$ cat config.mk
export PLATFORM = sky130hd
export DESIGN_NAME = turn_signal_input_cond_flat
export DESIGN_NICKNAME = d
export VERILOG_FILES = /design/src/rtl/turn_signal_input_cond_if.sv /design/src/rtl/turn_signal_input_cond.sv /design/src/flat_wrapper.sv
export SDC_FILE = /design/constraint.sdc
export NUM_CORES = 1
export LEC_CHECK = 0
export ABC_AREA = 0
export CORE_ASPECT_RATIO = 0.7
export CORE_MARGIN = 8
export CORE_UTILIZATION = 30
export CTS_CLUSTER_DIAMETER = 80
export DETAILED_ROUTE_END_ITERATION = 10
export SLEW_MARGIN = 20
export SYNTH_ARGS = -nofsm -noshare
export SYNTH_HDL_FRONTEND = slang
export SYNTH_SLANG_ARGS = --single-unit
$ cat constraint.sdc
create_clock -name clk -period 2.5 [get_ports clk]
set_input_delay 0.5 -clock clk [delete_from_list [all_inputs] [get_ports clk]]
set_output_delay 0.5 -clock clk [all_outputs]
set_load 0.005 [all_outputs]
$ cat src/rtl/turn_signal_input_cond_if.sv
// rtl/turn_signal_input_cond_if.sv - raw driver switches in, clean request levels and step tick out
interface turn_signal_input_cond_if;
    logic left_raw;
    logic right_raw;
    logic hazard_raw;
    logic L;
    logic R;
    logic H;
    logic tick;

    modport master (
        output left_raw, right_raw, hazard_raw,
        input  L, R, H, tick
    );

    modport slave (
        input  left_raw, right_raw, hazard_raw,
        output L, R, H, tick
    );
endinterface

$ cat src/rtl/turn_signal_input_cond.sv
// rtl/turn_signal_input_cond.sv - synchronise, debounce and arbitrate turn switches; pace sequencer steps
module turn_signal_input_cond #(
    parameter int SYNC_STAGES     = 2,
    parameter int DEBOUNCE_CYCLES = 16,
    parameter int TICK_DIV        = 4
) (
    input logic                      clk,
    input logic                      reset,
    turn_signal_input_cond_if.slave  bus
);
    localparam int CW = $clog2(DEBOUNCE_CYCLES) + 1;
    localparam int TW = (TICK_DIV > 1) ? $clog2(TICK_DIV) : 1;

    typedef enum logic [1:0] {STABLE0, PEND1, STABLE1, PEND0} db_state_e;

    logic [2:0] raw;
    logic [2:0] clean_d;

    assign raw = {bus.hazard_raw, bus.right_raw, bus.left_raw};

    // Channel order: 0 = left, 1 = right, 2 = hazard.
    for (genvar g = 0; g < 3; g++) begin : g_ch
        logic [SYNC_STAGES-1:0] sync_q;
        db_state_e              state_q, state_d;
        logic [CW-1:0]          cnt_q, cnt_d;
        logic                   s;

        assign s = sync_q[SYNC_STAGES-1];

        always_ff @(posedge clk or negedge reset) begin
            if (!reset) begin
                sync_q  <= '0;
                state_q <= STABLE0;
                cnt_q   <= '0;
            end else begin
                sync_q  <= {sync_q[SYNC_STAGES-2:0], raw[g]};
                state_q <= state_d;
                cnt_q   <= cnt_d;
            end
        end

        always_comb begin
            state_d = state_q;
            cnt_d   = cnt_q;
            case (state_q)
                STABLE0: if (s) begin
                    state_d = PEND1;
                    cnt_d   = CW'(1);
                end
                PEND1: begin
                    if (!s) begin
                        state_d = STABLE0;
                        cnt_d   = '0;
                    end else if (cnt_q == CW'(DEBOUNCE_CYCLES)) begin
                        state_d = STABLE1;
                        cnt_d   = '0;
                    end else begin
                        cnt_d = cnt_q + CW'(1);
                    end
                end
                STABLE1: if (!s) begin
                    state_d = PEND0;
                    cnt_d   = CW'(1);
                end
                PEND0: begin
                    if (s) begin
                        state_d = STABLE1;
                        cnt_d   = '0;
                    end else if (cnt_q == CW'(DEBOUNCE_CYCLES)) begin
                        state_d = STABLE0;
                        cnt_d   = '0;
                    end else begin
                        cnt_d = cnt_q + CW'(1);
                    end
                end
                default: begin
                    state_d = STABLE0;
                    cnt_d   = '0;
                end
            endcase
        end

        // Arbitration registers the next clean level so acceptance and output share one edge.
        assign clean_d[g] = (state_d == STABLE1) || (state_d == PEND0);
    end

    logic          l_q, r_q, h_q, tick_q;
    logic [TW-1:0] tick_cnt_q, tick_cnt_d;
    logic          tick_wrap;

    assign tick_wrap  = (tick_cnt_q == TW'(TICK_DIV - 1));
    assign tick_cnt_d = tick_wrap ? '0 : tick_cnt_q + TW'(1);

    always_ff @(posedge clk or negedge reset) begin
        if (!reset) begin
            l_q        <= 1'b0;
            r_q        <= 1'b0;
            h_q        <= 1'b0;
            tick_q     <= 1'b0;
            tick_cnt_q <= '0;
        end else begin
            h_q        <= clean_d[2] | (clean_d[0] & clean_d[1]);
            l_q        <= clean_d[0] & ~clean_d[1] & ~clean_d[2];
            r_q        <= clean_d[1] & ~clean_d[0] & ~clean_d[2];
            tick_q     <= tick_wrap;
            tick_cnt_q <= tick_cnt_d;
        end
    end

    assign bus.L    = l_q;
    assign bus.R    = r_q;
    assign bus.H    = h_q;
    assign bus.tick = tick_q;
endmodule
$ cat src/flat_wrapper.sv
// flat-port wrapper written by rule: the top's interface ports become plain ports
module turn_signal_input_cond_flat 
#(
    parameter int SYNC_STAGES     = 2,
    parameter int DEBOUNCE_CYCLES = 16,
    parameter int TICK_DIV        = 4
)
  (clk, reset, bus_left_raw, bus_right_raw, bus_hazard_raw, bus_L, bus_R, bus_H, bus_tick);
  turn_signal_input_cond_if bus_i ();
  input logic clk;
  input logic reset;
  input wire logic [$bits(bus_i.left_raw)-1:0] bus_left_raw;
  input wire logic [$bits(bus_i.right_raw)-1:0] bus_right_raw;
  input wire logic [$bits(bus_i.hazard_raw)-1:0] bus_hazard_raw;
  output wire logic [$bits(bus_i.L)-1:0] bus_L;
  output wire logic [$bits(bus_i.R)-1:0] bus_R;
  output wire logic [$bits(bus_i.H)-1:0] bus_H;
  output wire logic [$bits(bus_i.tick)-1:0] bus_tick;
  assign bus_i.left_raw = bus_left_raw;
  assign bus_i.right_raw = bus_right_raw;
  assign bus_i.hazard_raw = bus_hazard_raw;
  assign bus_L = bus_i.L;
  assign bus_R = bus_i.R;
  assign bus_H = bus_i.H;
  assign bus_tick = bus_i.tick;
  turn_signal_input_cond #(.SYNC_STAGES(SYNC_STAGES), .DEBOUNCE_CYCLES(DEBOUNCE_CYCLES), .TICK_DIV(TICK_DIV)) u_core (.clk(clk), .reset(reset), .bus(bus_i));
endmodule
==> After elaboration in Yosys (flattened, before gate mapping) <==
Index checks and enable logic that the tools add are counted.
{ "word_totals": {"regBits": 33, "latch_bits": 0, "ramBits": 0, "mem_bits_ro": 0, "output_inout_bits": 4, "n_memories": 0} }
{ "classes": {"addsub": 4, "mul": 0, "div": 0, "magnitude_cmp": 0, "n_eq_ne": 25, "shift": 0, "muxes": 40, "n_bitwise": 9, "reduce_logical": 9} }
{ "ops": {"columns": ["cell", "count"], "rows": [
  ["2-to-1 mux 5 bit", 15],
  ["case mux 5 bit (4 select lines)", 3],
  ["2-to-1 mux 2 bit", 19],
  ["equality test 2 bit, second input constant", 13],
  ["case mux 2 bit (4 select lines)", 3],
  ["adder 5 x 1 -> 5 bit, second input constant", 3],
  ["equality test 5 bit, second input constant", 3],
  ["equality test 2 x 1 -> 1 bit, second input constant", 3],
  ["zero test 2 bit", 3],
  ["!= test 2 x 1 -> 1 bit, second input constant", 3],
  ["!= test 2 bit, second input constant", 3],
  ["AND reduction 2 bit", 3],
  ["bitwise AND 1 bit", 5],
  ["logical OR 1 bit", 3],
  ["inverter 1 bit", 3],
  ["adder 2 x 1 -> 2 bit, second input constant", 1],
  ["bitwise OR 1 bit", 1]
]} }

==> Longest topological paths before layout <==
Gate-level depths: netlist (run 1).
{ "logic_depth": {"ltp_word": 9, "mapped_depth": 6, "mapped_depth_nobuf": 6} }

==> Worst setup path before layout (run 1) <==
No wires, ideal clock.
{ "synth_timing": {"path_type": "register -> register", "startpoint": "register u_core.g_ch[1].cnt_q[0]", "endpoint": "register u_core.h_q, in the netlist u_core.bus.H", "arrival_ns": 1.399, "t_required_ns": 2.382, "path_slack_ns": 0.983, "path_stages_with_launch": 7, "n_path_buf": 0, "cell_sequence": "dfrtp_1 -> inv_1 -> ha_1 -> and4bb_2 -> nand2_2 -> mux2_4 -> a21o_1"} }
{ "synth_between": {"elab_chain_cells": 8, "elab_cells_between_ends": 11, "classes_between": "eq/ne: 3; mux: 5; bitwise: 2; reduce/logical: 1"} }
{ "synth_lines": {"columns": ["item", "line", "source"], "rows": [
  ["start: declaration", "turn_signal_input_cond.sv:25", "logic [CW-1:0] cnt_q, cnt_d;"],
  ["start signal: assignment", "turn_signal_input_cond.sv:38", "cnt_q <= cnt_d;"],
  ["equality test 5 bit *", "turn_signal_input_cond.sv:54, turn_signal_input_cond.sv:69", null],
  ["2-to-1 mux 2 bit, on equally long branches", "turn_signal_input_cond.sv:69, turn_signal_input_cond.sv:54", null],
  ["2-to-1 mux 2 bit, on equally long branches", "turn_signal_input_cond.sv:66, turn_signal_input_cond.sv:51", null],
  ["case mux 2 bit (4 select lines) *", "turn_signal_input_cond.sv:45", "case (state_q)"],
  ["via u_core.g_ch[1].state_d[1]", "turn_signal_input_cond.sv:24", "db_state_e state_q, state_d;"],
  ["equality test 2 bit", "turn_signal_input_cond.sv:84", "assign clean_d[g] = (state_d == STABLE1) || (state_d == PEND0);"],
  ["logical OR 1 bit *", "turn_signal_input_cond.sv:84", null],
  ["bitwise AND 1 bit *", "turn_signal_input_cond.sv:102", "h_q <= clean_d[2] | (clean_d[0] & clean_d[1]);"],
  ["bitwise OR 1 bit *", "turn_signal_input_cond.sv:102", null],
  ["end signal: assignment", "turn_signal_input_cond.sv:102", null],
  ["end: declaration", "turn_signal_input_cond.sv:87", "logic l_q, r_q, h_q, tick_q;"]
]} }
The timed path passes the listed nets; every way through them passes the cells marked *.
A chain may end at the register's enable or synchronous reset.

==> Final worst setup path (run 1) <==
Same ends and word-level chain as after synthesis.

==> results.json, run 1 <==
{
  "status": "finished, final reports clean",
  "die_w_um": 99.1,
  "final_nets": 147,
  "dpl.hpwl_um": 1700,
  "grt_max_degree": 34,
  "port_buffers": 8,
  "drcViolationCount": 0,
  "slew_headroom_pct": 72.2,
  "antenna_found_initial": 0,
  "grt_overflow": 0,
  "placed_cells": 185,
  "drive_gt1_share_pct": 12.5,
  "hold_class": "flop to flop",
  "syn_nets": 131,
  "grt_pass1_vias": 958,
  "synth-seq-area-share_pct": 57.0,
  "synthArstFlopShare_pct": 100,
  "synth_flop_cell": "dfrtp_1",
  "setup_tns_ps": 0,
  "cts.clk_slew.worst_paths_ps": 60,
  "cts_tree": "yes",
  "finalHoldViolations": 0,
  "syn_inst": 119,
  "synth_cell_types": 31,
  "core_mm2": 0.00470,
  "syn_to_final_growth_pct": 16.7,
  "finClkSkew_ps": 5.62,
  "drt_pass1_iterations": 4,
  "synth_edf_count": 0,
  "dieArea_mm2": 0.00735,
  "period_minus_slack_ps": 1650,
  "cts_resized": 0,
  "synth_area_leaders": "dfrtp_1 (57%), ha_1 (6.0%), nand3_1 (3.1%), mux2_4 (3.1%), nor3b_2 (2.6%)",
  "avgRoutedWirePerCell_um": 12.4,
  "rsz0062_at_grt": "no",
  "period_share_pct": 66.2,
  "arrival_ps": 1820,
  "slew_viol_final": 0,
  "cp_max_fo": 4,
  "drt-total-wl_um": 2400,
  "num_antenna_cells": 0,
  "crit_path_end_kind": "flop",
  "ios": 9,
  "cp_data_required_time_ps": 2660,
  "cts_buffer_depth": 2,
  "drt_iter0_markers": 39,
  "power_density_mw_per_mm2": 634,
  "critPathKind": "flop to flop",
  "finalPower_uw": 1070,
  "max_cap_viol_count": 0,
  "fp.dieH_um": 74.1,
  "vias": 918,
  "post_cts_buffers": 0,
  "finalSetupViolCount": 0,
  "cp-start-kind": "flop",
  "ir_drop_mv": 0.261,
  "syn_area_mm2": 0.00145,
  "worstSkewPairLatency_ps": 280,
  "grt_pass1_wl_um": 4190,
  "synth.largest_area_cell": "dfrtp_1",
  "layout.cells.non_filler": 193,
  "cts.sinks": 33,
  "postCtsHoldBufs": 0,
  "ys_top_cells_by_count": "dfrtp_1 (33), nand3_1 (9), ha_1 (7), inv_1 (7), nand2_1 (7)",
  "initial_core_util_pct": 30.8,
  "cts_made_buffers": 5,
  "track_usage_pct": 7.40,
  "ys_ff_latch": 33,
  "cts_root_buf": "clkbuf_8",
  "syn_avg_cell_area_um2": 12.2,
  "drt.antenna.violating_nets": 0,
  "synth_top_cell_area_share_pct": 57.0,
  "place_congestion": 0.793,
  "max_freq_mhz": 605,
  "row_count": 21,
  "tightest_slew_ps": 415,
  "leakage_uw": 0.000798,
  "vias_per_cell": 4.76,
  "yosysMostFrequentCell": "dfrtp_1",
  "yosysWarnings": 0,
  "htreeDepth": 2
}
## through the flow
step	setup slack [ps]	hold slack [ps]	utilization [%]	area [um^2]
after global placement	915	334	34.2	1610
after CTS	853	350	35.9	1690
after detailed placement	866	335	34.2	1610
final	846	348	35.9	1690
after global routing	763	359	35.9	1690
after floorplan	983	204	-	1450
## registers in the layout (all words and copies together) (netlist names)
name,count
u_core.tick_cnt_q,2
u_core.bus.tick,1
u_core.bus.H,1
u_core.g_ch.state_q,6
u_core.bus.L,1
u_core.bus.R,1
u_core.g_ch.cnt_q,15
u_core.g_ch.sync_q,6
## report_power, final
| group | switching [uW] | total (uW) | internal [uW] |
|---|---|---|---|
| Combinational | 50.2 | 96.4 | 46.3 |
| Clock | 178 | 370 | 192 |
| Sequential | 37.4 | 605 | 567 |
| Total | 265 | 1070 | 806 |
## layout by cell type (no fill, tap or decap), types with 4 or more instances in the layout
cell              n
nand3_1           9
dfrtp_1          33
ha_1              7
nor2_1            6
xor2_1            4
o21ai_0           5
clkdlybuf4s50_1   8
clkbuf_8          5
nand2_1           7
inv_1             7
## routing by layer
metal,GRT usage [%],vias up,wire [um]
met1,7.96,438,1110
met2,11.6,27,1150
li1,-,449,-
met3,4.67,4,134
met4,3.01,0,14
met5,0,-,0
## worst paths after layout
check,startpoint,end,cells after the start,slack (ps)
max,u_core.g_ch[1].cnt_q[0],u_core.bus.H,6,850
max reg2reg,u_core.g_ch[1].cnt_q[0],u_core.bus.H,6,850
min,u_core.g_ch[2].sync_q[0],u_core.g_ch[2].sync_q[1],0,350
max in group asynchronous,reset,u_core.g_ch[2].cnt_q[4],2,1580
min reg2reg,u_core.g_ch[2].sync_q[0],u_core.g_ch[2].sync_q[1],0,350
min in group asynchronous,reset,u_core.g_ch[0].cnt_q[4],2,620
## cell families (layout without fill, tap and decap cells)
group	count (synthesis)	in the layout	synth area share, %
AND/OR/NAND/NOR	38	38	16.2
flip-flops	33	33	57.0
AO/OA/AOI/OAI	23	23	10.4
XOR/XNOR	8	8	5.35
adder cells (fa/ha/maj)	7	7	6.04
buffers and inverters	7	24	1.81
multiplexers	3	3	3.11
## area by class of cell
type / instances / area, um^2
Clock inverter: 2 / 10.0
Timing Repair Buffer: 9 / 87.6
Sequential cell: 33 / 826
Fill cell: 447 / 3010
Clock buffer: 6 / 72.6
Inverter: 7 / 26.3
Tap cell: 57 / 71.3
Multi-Input combinational cell: 79 / 597
## worst max-delay path, stage by stage, from the launching register on
cell and delay [ps]:
dfrtp_1 410, inv_1 90, ha_1 150, and4bb_2 300
nand2_2 70, mux2_4 330, a21o_1 190
Note: power is estimated with default switching activity, not from simulation.
==> run 2, diff against run 1 <==
- clock period: 2.5 -> 1.66 ns (I/O delays scaled with it)
==> results.json, run 2 (synthesized netlist as in run 1, its figures left out) <==
{
  "place_congestion": 0.783,
  "syn_to_final_growth_pct": 20.2,
  "cp_max_fo": 4,
  "avgRoutedWirePerCell_um": 11.3,
  "layout.cells.non_filler": 198,
  "drt.antenna.violating_nets": 0,
  "cts_made_buffers": 5,
  "rsz0062_at_grt": "yes",
  "finClkSkew_ps": 2.27,
  "grt_pass1_wl_um": 4100,
  "vias_per_cell": 4.70,
  "cts.sinks": 33,
  "grt_pass1_vias": 927,
  "hold_class": "flop to flop",
  "port_buffers": 8,
  "arrival_ps": 1760,
  "p_switching_uw": 390,
  "tightest_slew_ps": 420,
  "postCtsHoldBufs": 0,
  "final_nets": 153,
  "dpl.hpwl_um": 1590,
  "power.clock.fraction_pct": 35.4,
  "core_mm2": 0.00470,
  "finalHoldViolations": 0,
  "fp.dieH_um": 74.1,
  "largest_reg_flops": 15,
  "ios": 9,
  "cts_root_buf": "clkbuf_8",
  "placed_cells": 188,
  "seq_power_share_pct": 54.4,
  "ir_drop_mv": 0.511,
  "finalPower_uw": 1660,
  "grt_max_degree": 34,
  "max_freq_mhz": 626,
  "crit_path_end_kind": "flop",
  "drcViolationCount": 0,
  "cts_buffer_depth": 2,
  "leakage_uw": 0.000827,
  "power_density_mw_per_mm2": 953,
  "drive_gt1_share_pct": 17.0,
  "p_comb_share_pct": 10.2,
  "grt_overflow": 0,
  "row_count": 21,
  "critPathKind": "flop to flop",
  "p_int_uw": 1270,
  "antenna_found_initial": 0,
  "drt-total-wl_um": 2230,
  "finalSetupViolCount": 0,
  "vias": 931,
  "drt_pass1_iterations": 4,
  "slew_headroom_pct": 72.0,
  "top_register": "u_core.g_ch.cnt_q",
  "dieArea_mm2": 0.00735,
  "final_common_cell": "dfrtp_1",
  "cts.clk_slew.worst_paths_ps": 60,
  "worstSkewPairLatency_ps": 270,
  "cp_data_required_time_ps": 1830,
  "drt_iter0_markers": 35,
  "status": "finished, final reports clean",
  "track_usage_pct": 7.15,
  "period_share_pct": 96.2,
  "cts_tree": "yes",
  "cp-start-kind": "flop",
  "die_w_um": 99.1,
  "max_cap_viol_count": 0,
  "initial_core_util_pct": 30.8,
  "slew_viol_final": 0,
  "htreeDepth": 2,
  "reg.largest.list": "u_core.g_ch.cnt_q (15), u_core.g_ch.state_q (6), u_core.g_ch.sync_q (6)",
  "mostFrequentLayoutCells": "dfrtp_1 (33), nand3_1 (9), clkdlybuf4s50_1 (8), ha_1 (7), buf_4 (7)",
  "num_antenna_cells": 0,
  "period_minus_slack_ps": 1600,
  "p_sw_share_pct": 23.5
}
## run 2: power by group through the flow
stage,Sequential [uW],Combinational (uW),Clock (uW)
3_5_place_dp,917,160,0
3_3_place_gp,914,154,0
2_1_floorplan,909,96.4,0
4_1_cts,902,161,617
5_1_grt,908,199,663
6_report,903,169,587
## run 2: per-stage QoR
stage | cell area [um^2] | setup TNS (ps) | setup WS (ps) | hold WS [ps] | utilization (%)
CTS | 1720 | 0 | 44.5 | 354 | 36.5
global route | 1740 | -26.9 | -22.3 | 363 | 37.0
finish | 1740 | 0 | 62.7 | 352 | 37.0
detailed placement | 1630 | 0 | 60.5 | 336 | 34.7
global placement | 1630 | 0 | 108 | 334 | 34.7
floorplan | 1450 | 0 | 143 | 36.4 | -
## run 2: what timing repair did
action / 4_1_cts / 5_1_grt
resized for setup: 0 / 2
buffers inserted: 0 / 3
hold endpoints to repair: 0 / 0
endpoints found under the setup margin: 0 / 4
## run 2: area by class of cell
| class | instances | area, um^2 |
|---|---|---|
| fillers | 450 | 2960 |
| flip-flops and latches | 33 | 826 |
| multi-input cells | 79 | 599 |
| repair buffers | 15 | 133 |
| clock buffers | 7 | 86.3 |
| well taps | 57 | 71.3 |
| inverters | 7 | 26.3 |
## run 2: worst paths after layout
check / end / startpoint / slack, ps / cells past startpoint
min reg2reg: u_core.g_ch[1].sync_q[1] / u_core.g_ch[1].sync_q[0] / 350 / 0
max: u_core.bus.H / u_core.g_ch[1].cnt_q[0] / 60 / 6
min: u_core.g_ch[1].sync_q[1] / u_core.g_ch[1].sync_q[0] / 350 / 0
max in group asynchronous: u_core.g_ch[1].cnt_q[2] / reset / 900 / 2
max reg2reg: u_core.bus.H / u_core.g_ch[1].cnt_q[0] / 60 / 6
min in group asynchronous: u_core.g_ch[0].cnt_q[4] / reset / 450 / 2
## run 2: worst max-delay path, cell delays in order (launching register included)
cell	delay [ps]
dfrtp_1	420
inv_2	80
ha_1	140
and4bb_2	290
nand2_2	70
mux2_4	320
a21o_1	160
## run 2: routing by layer
layer	global-route usage, %	part of all wire, %	vias to the layer above
li1	-	-	456
met1	8.01	47	456
met2	11.2	47	12
met3	3.36	3.2	7
met4	4.01	2.4	0
met5	0	0	-
==> edit 1 (config.mk and constraints of run 2) <==
Make the reset (`reset`) synchronous in 2 clocked blocks.
--- a/src/rtl/turn_signal_input_cond.sv
+++ b/src/rtl/turn_signal_input_cond.sv
@@ -27,7 +27,7 @@
 
         assign s = sync_q[SYNC_STAGES-1];
 
-        always_ff @(posedge clk or negedge reset) begin
+        always_ff @(posedge clk) begin
             if (!reset) begin
                 sync_q  <= '0;
                 state_q <= STABLE0;
@@ -91,7 +91,7 @@
     assign tick_wrap  = (tick_cnt_q == TW'(TICK_DIV - 1));
     assign tick_cnt_d = tick_wrap ? '0 : tick_cnt_q + TW'(1);
 
-    always_ff @(posedge clk or negedge reset) begin
+    always_ff @(posedge clk) begin
         if (!reset) begin
             l_q        <= 1'b0;
             r_q        <= 1'b0;
Formal check against the unedited RTL: differs if reset is asserted again (counterexample within 10 cycles, from zero or initial values and one cycle with reset low); with reset held inactive, the same outputs for 10 cycles.
==> edit 1 against run 2 <==
- worst setup slack improved by 0.055 ns
- routed wire length increased by 15%
- area after synthesis decreased by 2.6%
- cell area decreased by 0.79%
- critical path type unchanged
- die area decreased by 2.1%
- critical endpoint is now u_core.g_ch[0].cnt_q[3]
- sequential cell count unchanged
- synthesized cell count increased by 29%
- highest routed layer unchanged
- worst hold slack improved by 0.088 ns
Power is not compared: it rests on default switching activity, and its combinational part moved more than twofold at a synthesized area within 25%.
==> edit 1: results (changes against run 2) <==
Setup path
• 6 — worst reg2reg path depth, unchanged
• u_core.g_ch[0].cnt_q[0] — launch point of the worst path
• 1.76 ns — worst endpoint data arrival time, about the same
• 6 — worst-path maximum fanout, +2
• u_core.g_ch[0].cnt_q[3] — Worst Setup EP
• 0.12 ns — worst reg-to-reg setup slack, +0.06 ns
• or3_1 — standard cell with the maximum stage delay on the critical path
• 0.36 ns — Crit path largest cell delay, -0.06 ns

Clock network
• 2 — largest buffer count on any clock path, unchanged
• 0 — post-CTS setup buffers, unchanged
• 5 — CTS buffer count, unchanged
• 0.07 ns — register clock-pin slew on the reported worst setup and hold paths
• 2 — maximum level of the CTS H-tree, unchanged
• clkbuf_8 — CTS Root Cell
• 0 — CTS-repair resized insts, unchanged
• 0.29 ns — clk_lat worst skew, +0.02 ns

Drt
• 4 — Initial DRT Pass Iterations, unchanged
• 1107 — number of vias after detailed routing, +19%
• 32 — DRT iter0 DRCs, -8.6%
• 11.16 um — DR WL/cell, -1.0%

Synth
• dfxtp_1 — Most used DFF post-synth
• 0 — number of warnings reported in the yosys synthesis log, unchanged
• 165 — nets in the synthesized netlist, +26%
• dfxtp_1 (47%), ha_1 (6.2%), nor2_1 (3.7%) — top cells by area, synth
• 35 — number of different library cells in the post-synthesis netlist, +13%
• 0 — count of flip-flops with a built-in enable after synthesis, unchanged
• dfxtp_1 (33), nor2_1 (14), a21oi_1 (10) — Synth top cells by count
• 46.81% — sequential cell area fraction in the yosys report, -10 points
• 9.225 um^2 — Mapped Avg Cell Area, -24%
• 0% — Async S/R FF share, synth, -100 points

Finish
• u_core.g_ch.cnt_q (15), u_core.g_ch.state_q (6), u_core.g_ch.sync_q (6) — Top Registers
• 12.64% — ratio of cells with drive above 1 in the final layout, -4.4 points
• 231 — count of non-filler cells in the finished layout, +17%
• 185 — number of nets in the layout, +21%
• 0 — antenna fix cells, unchanged

Pwr
• 0.0007287 uW — leakage power figure
• 0.3104 mV — worst vdd ir

Worst hold path
• reg -> reg — HP Class

Placement
• 223 — placed cells, +19%
• 0.8053 — weighted congestion reported at the end of routability-driven placement, +2.8%
• 1612 um^2 — Post-DP Area, -1.2%
• 8 — I/O Buffers, unchanged
• 1872 um — HPWL after DPL, +18%

Global routing
• 7.962% — global-route usage over all layers, +0.81 points
• 1006 — via count of the first global-routing pass, +8.5%
• 16 — largest net degree at the start of global routing, -53%
• 0 — number of antenna violations at the first check in global routing, unchanged
• 4498 um — first-pass GRT wire length, +9.8%

Timing
• 1.542 ns — Min Clock Period, post-route, -0.05526 ns
• 0.005662 ns — final setup skew, +0.003387 ns
• 0.4738 ns — Least-Margin Pin Slew, +0.05399 ns

Status
• completed — run status

[edit 1: logic make-up (layout without fill, tap and decap cells)]
group,after synthesis,after routing,synth area share [%]
AND/OR/NAND/NOR,67,67,27.93
flip-flops,33,33,46.81
AO/OA/AOI/OAI,29,29,12.15
buffers and inverters,12,33,3.191
adder cells (fa/ha/maj),7,7,6.205
XOR/XNOR,4,4,3.015
multiplexers,1,1,0.7092
[edit 1: cell type report]
cell class | instances | area, um^2
fill | 468 | 2923
multi-input combinational | 108 | 705.7
sequential | 33 | 660.6
timing repair buffer | 16 | 140.1
clock buffer | 7 | 86.33
tap | 57 | 71.32
inverter | 9 | 33.78
clock inverter | 1 | 30.03
[edit 1: worst min path at each step]
stage / start / end / slack [ns] / depth (start not counted)
6_report: u_core.g_ch[2].sync_q[0] / u_core.g_ch[2].sync_q[1] / 0.44 / 1
5_1_grt: u_core.g_ch[2].sync_q[0] / u_core.g_ch[2].sync_q[1] / 0.47 / 1
4_1_cts: u_core.g_ch[0].sync_q[0] / u_core.g_ch[0].sync_q[1] / 0.44 / 1
3_5_place_dp: u_core.g_ch[0].sync_q[0] / u_core.g_ch[0].sync_q[1] / 0.42 / 1
3_3_place_gp: u_core.g_ch[1].sync_q[0] / u_core.g_ch[1].sync_q[1] / 0.41 / 1
2_1_floorplan: u_core.tick_cnt_q[0] / u_core.tick_cnt_q[0] / 0.41 / 1
[edit 1: metrics by stage]
step | power [uW] | util [%] | hold slack, ns
floorplan | 884.2 | - | 0.4081
global placement | 921.4 | 34.65 | 0.4145
detailed placement | 921.6 | 34.65 | 0.4214
CTS | 1715 | 37.15 | 0.4386
global route | 1763 | 37.15 | 0.4652
finish | 1684 | 37.15 | 0.4398
[edit 1: power by group]
part,switching [uW],internal [uW]
Combinational,39.5,38.7
Sequential,12.9,812
Clock,292,489
[edit 1: routing by layer]
layer	global-route usage, %	wire (um)	vias to the layer above
li1	-	-	587
met1	9.676	1354	501
met2	11.42	1058	16
met3	4.636	135	3
met4	2.577	30	0
met5	0	0	-
[edit 1: critical path, delay by kind of cell, from the launching register on]
family                     cells  cell delay [ns]
and+or+nand+nor                3             0.80
buffers and inverters          1             0.04
DFF                            1             0.33
adders and majority gates      1             0.18
AOI/OAI and AO/OA              1             0.12
==> edit 2 (flow settings as in run 2) <==
Without the edit above. `DEBOUNCE_CYCLES` is set to 16 in 2 places; all go to 64.
--- a/src/rtl/turn_signal_input_cond.sv
+++ b/src/rtl/turn_signal_input_cond.sv
@@ -1,7 +1,7 @@
 // rtl/turn_signal_input_cond.sv - synchronise, debounce and arbitrate turn switches; pace sequencer steps
 module turn_signal_input_cond #(
     parameter int SYNC_STAGES     = 2,
-    parameter int DEBOUNCE_CYCLES = 16,
+    parameter int DEBOUNCE_CYCLES = 64,
     parameter int TICK_DIV        = 4
 ) (
     input logic                      clk,
--- a/src/flat_wrapper.sv
+++ b/src/flat_wrapper.sv
@@ -2,7 +2,7 @@
 module turn_signal_input_cond_flat 
 #(
     parameter int SYNC_STAGES     = 2,
-    parameter int DEBOUNCE_CYCLES = 16,
+    parameter int DEBOUNCE_CYCLES = 64,
     parameter int TICK_DIV        = 4
 )
   (clk, reset, bus_left_raw, bus_right_raw, bus_hazard_raw, bus_L, bus_R, bus_H, bus_tick);
Behaviour: same outputs for any inputs over 10 cycles, from zero or initial values and one cycle with reset low; that may be too few to reach the edited logic, so the function may still have changed.
==> edit 2 against run 2 <==
- sequential cell count up 6
- count of clock-buffer cells in the layout down 2
- power up 24%
- non-clock buffer count up 13
- global-route usage up 1.2 points
- sequential power up 24%
- cell area up 30%
- utilization up 2.3 points
- critical path depth unchanged
- worst setup slack worse by 0.051 ns
- routed wire length up 47%
- area after synthesis up 25%
==> edit 2: results (changes against run 2) <==
Pwr
• 0.5010 mV — worst vdd ir, -2.0%

Global routing
• 8.363% — global-route usage over all layers, +1.2 points
• 11.84% — Global Route met1 Usage, +3.8 points
• 10.87% — met2 Use GR, -0.32 points
• 1186 — via count of the first global-routing pass, +28%

Drt
• 3283 um — post-detailed-routing wire length, +47%
• 70 — DRT iter0 DRCs, +100%

Clock network
• 1 — Post-CTS Hold Fix Bufs, +1
• 0.29 ns — clk_lat worst skew, +0.02 ns

Timing
• 0.008143 ns — final setup skew, +0.005868 ns
• 0.3539 ns — hold slack, +0.001679 ns

Status
• completed — run status

Setup path
• 0.01 ns — worst reg-to-reg setup slack, -0.05 ns
• 0.39 ns — Crit path largest cell delay, -0.03 ns

Finish
• 199 — number of nets in the layout, +30%
• 11.17% — fraction of area in non-clock buffers, +3.6 points
• 103 — Multi-Input Combinational, +30%
• u_core.g_ch.cnt_q (21), u_core.g_ch.state_q (6), u_core.g_ch.sync_q (6) — Top Registers
• 28 — Non-clock buffers, +13
• 3.650% — clock tree cell share of total cell area, -1.3 points
• 819.5 um^2 — area of combinational cells with multiple inputs, +37%
• 10 — number of signal-net inverters in the final layout, +3

Synth
• 54.05% — sequential cell area fraction in the yosys report, -2.9 points
• 16.01% — share of the synthesized area in compound gates (AO/OA/AOI/OAI), +5.6 points
• 4.851% — Adder-Cell Fraction of Synth Area, -1.2 points
• 11.88 um^2 — Mapped Avg Cell Area, -2.4%
• 4.366% — post-synthesis mux area share, +1.3 points

## edit 2: cell types whose count changed in the layout (fill, tap and decap cells not counted), sizes merged, moves of 4 or more
cell,run 2,this run
and3,0,5
xor2,5,1
a21oi,3,8
nand2b,1,8
a31oi,1,16
o21ai,6,2
buf,7,20
dfrtp,33,39
## edit 2: stage by stage
step           setup WS, ns  area (um^2)
2_1_floorplan        0.1111         1805
3_3_place_gp        0.01145         2039
3_5_place_dp       -0.07943         2039
4_1_cts            0.001657         2162
5_1_grt            -0.07064         2262
6_report            0.01159         2262
## edit 2: report_power, final
part           leakage, uW  internal, uW  switching (uW)
logic             0.000482           172             154
clock network    0.0000440           287             331
registers         0.000508          1030            89.4
## edit 2: per-layer routing
| layer | vias up | routed length, um |
|---|---|---|
| met2 | 27 | 1309 |
| met1 | 594 | 1753 |
| met3 | 8 | 150 |
| met4 | 0 | 70 |
| met5 | - | 0 |
| li1 | 624 | - |
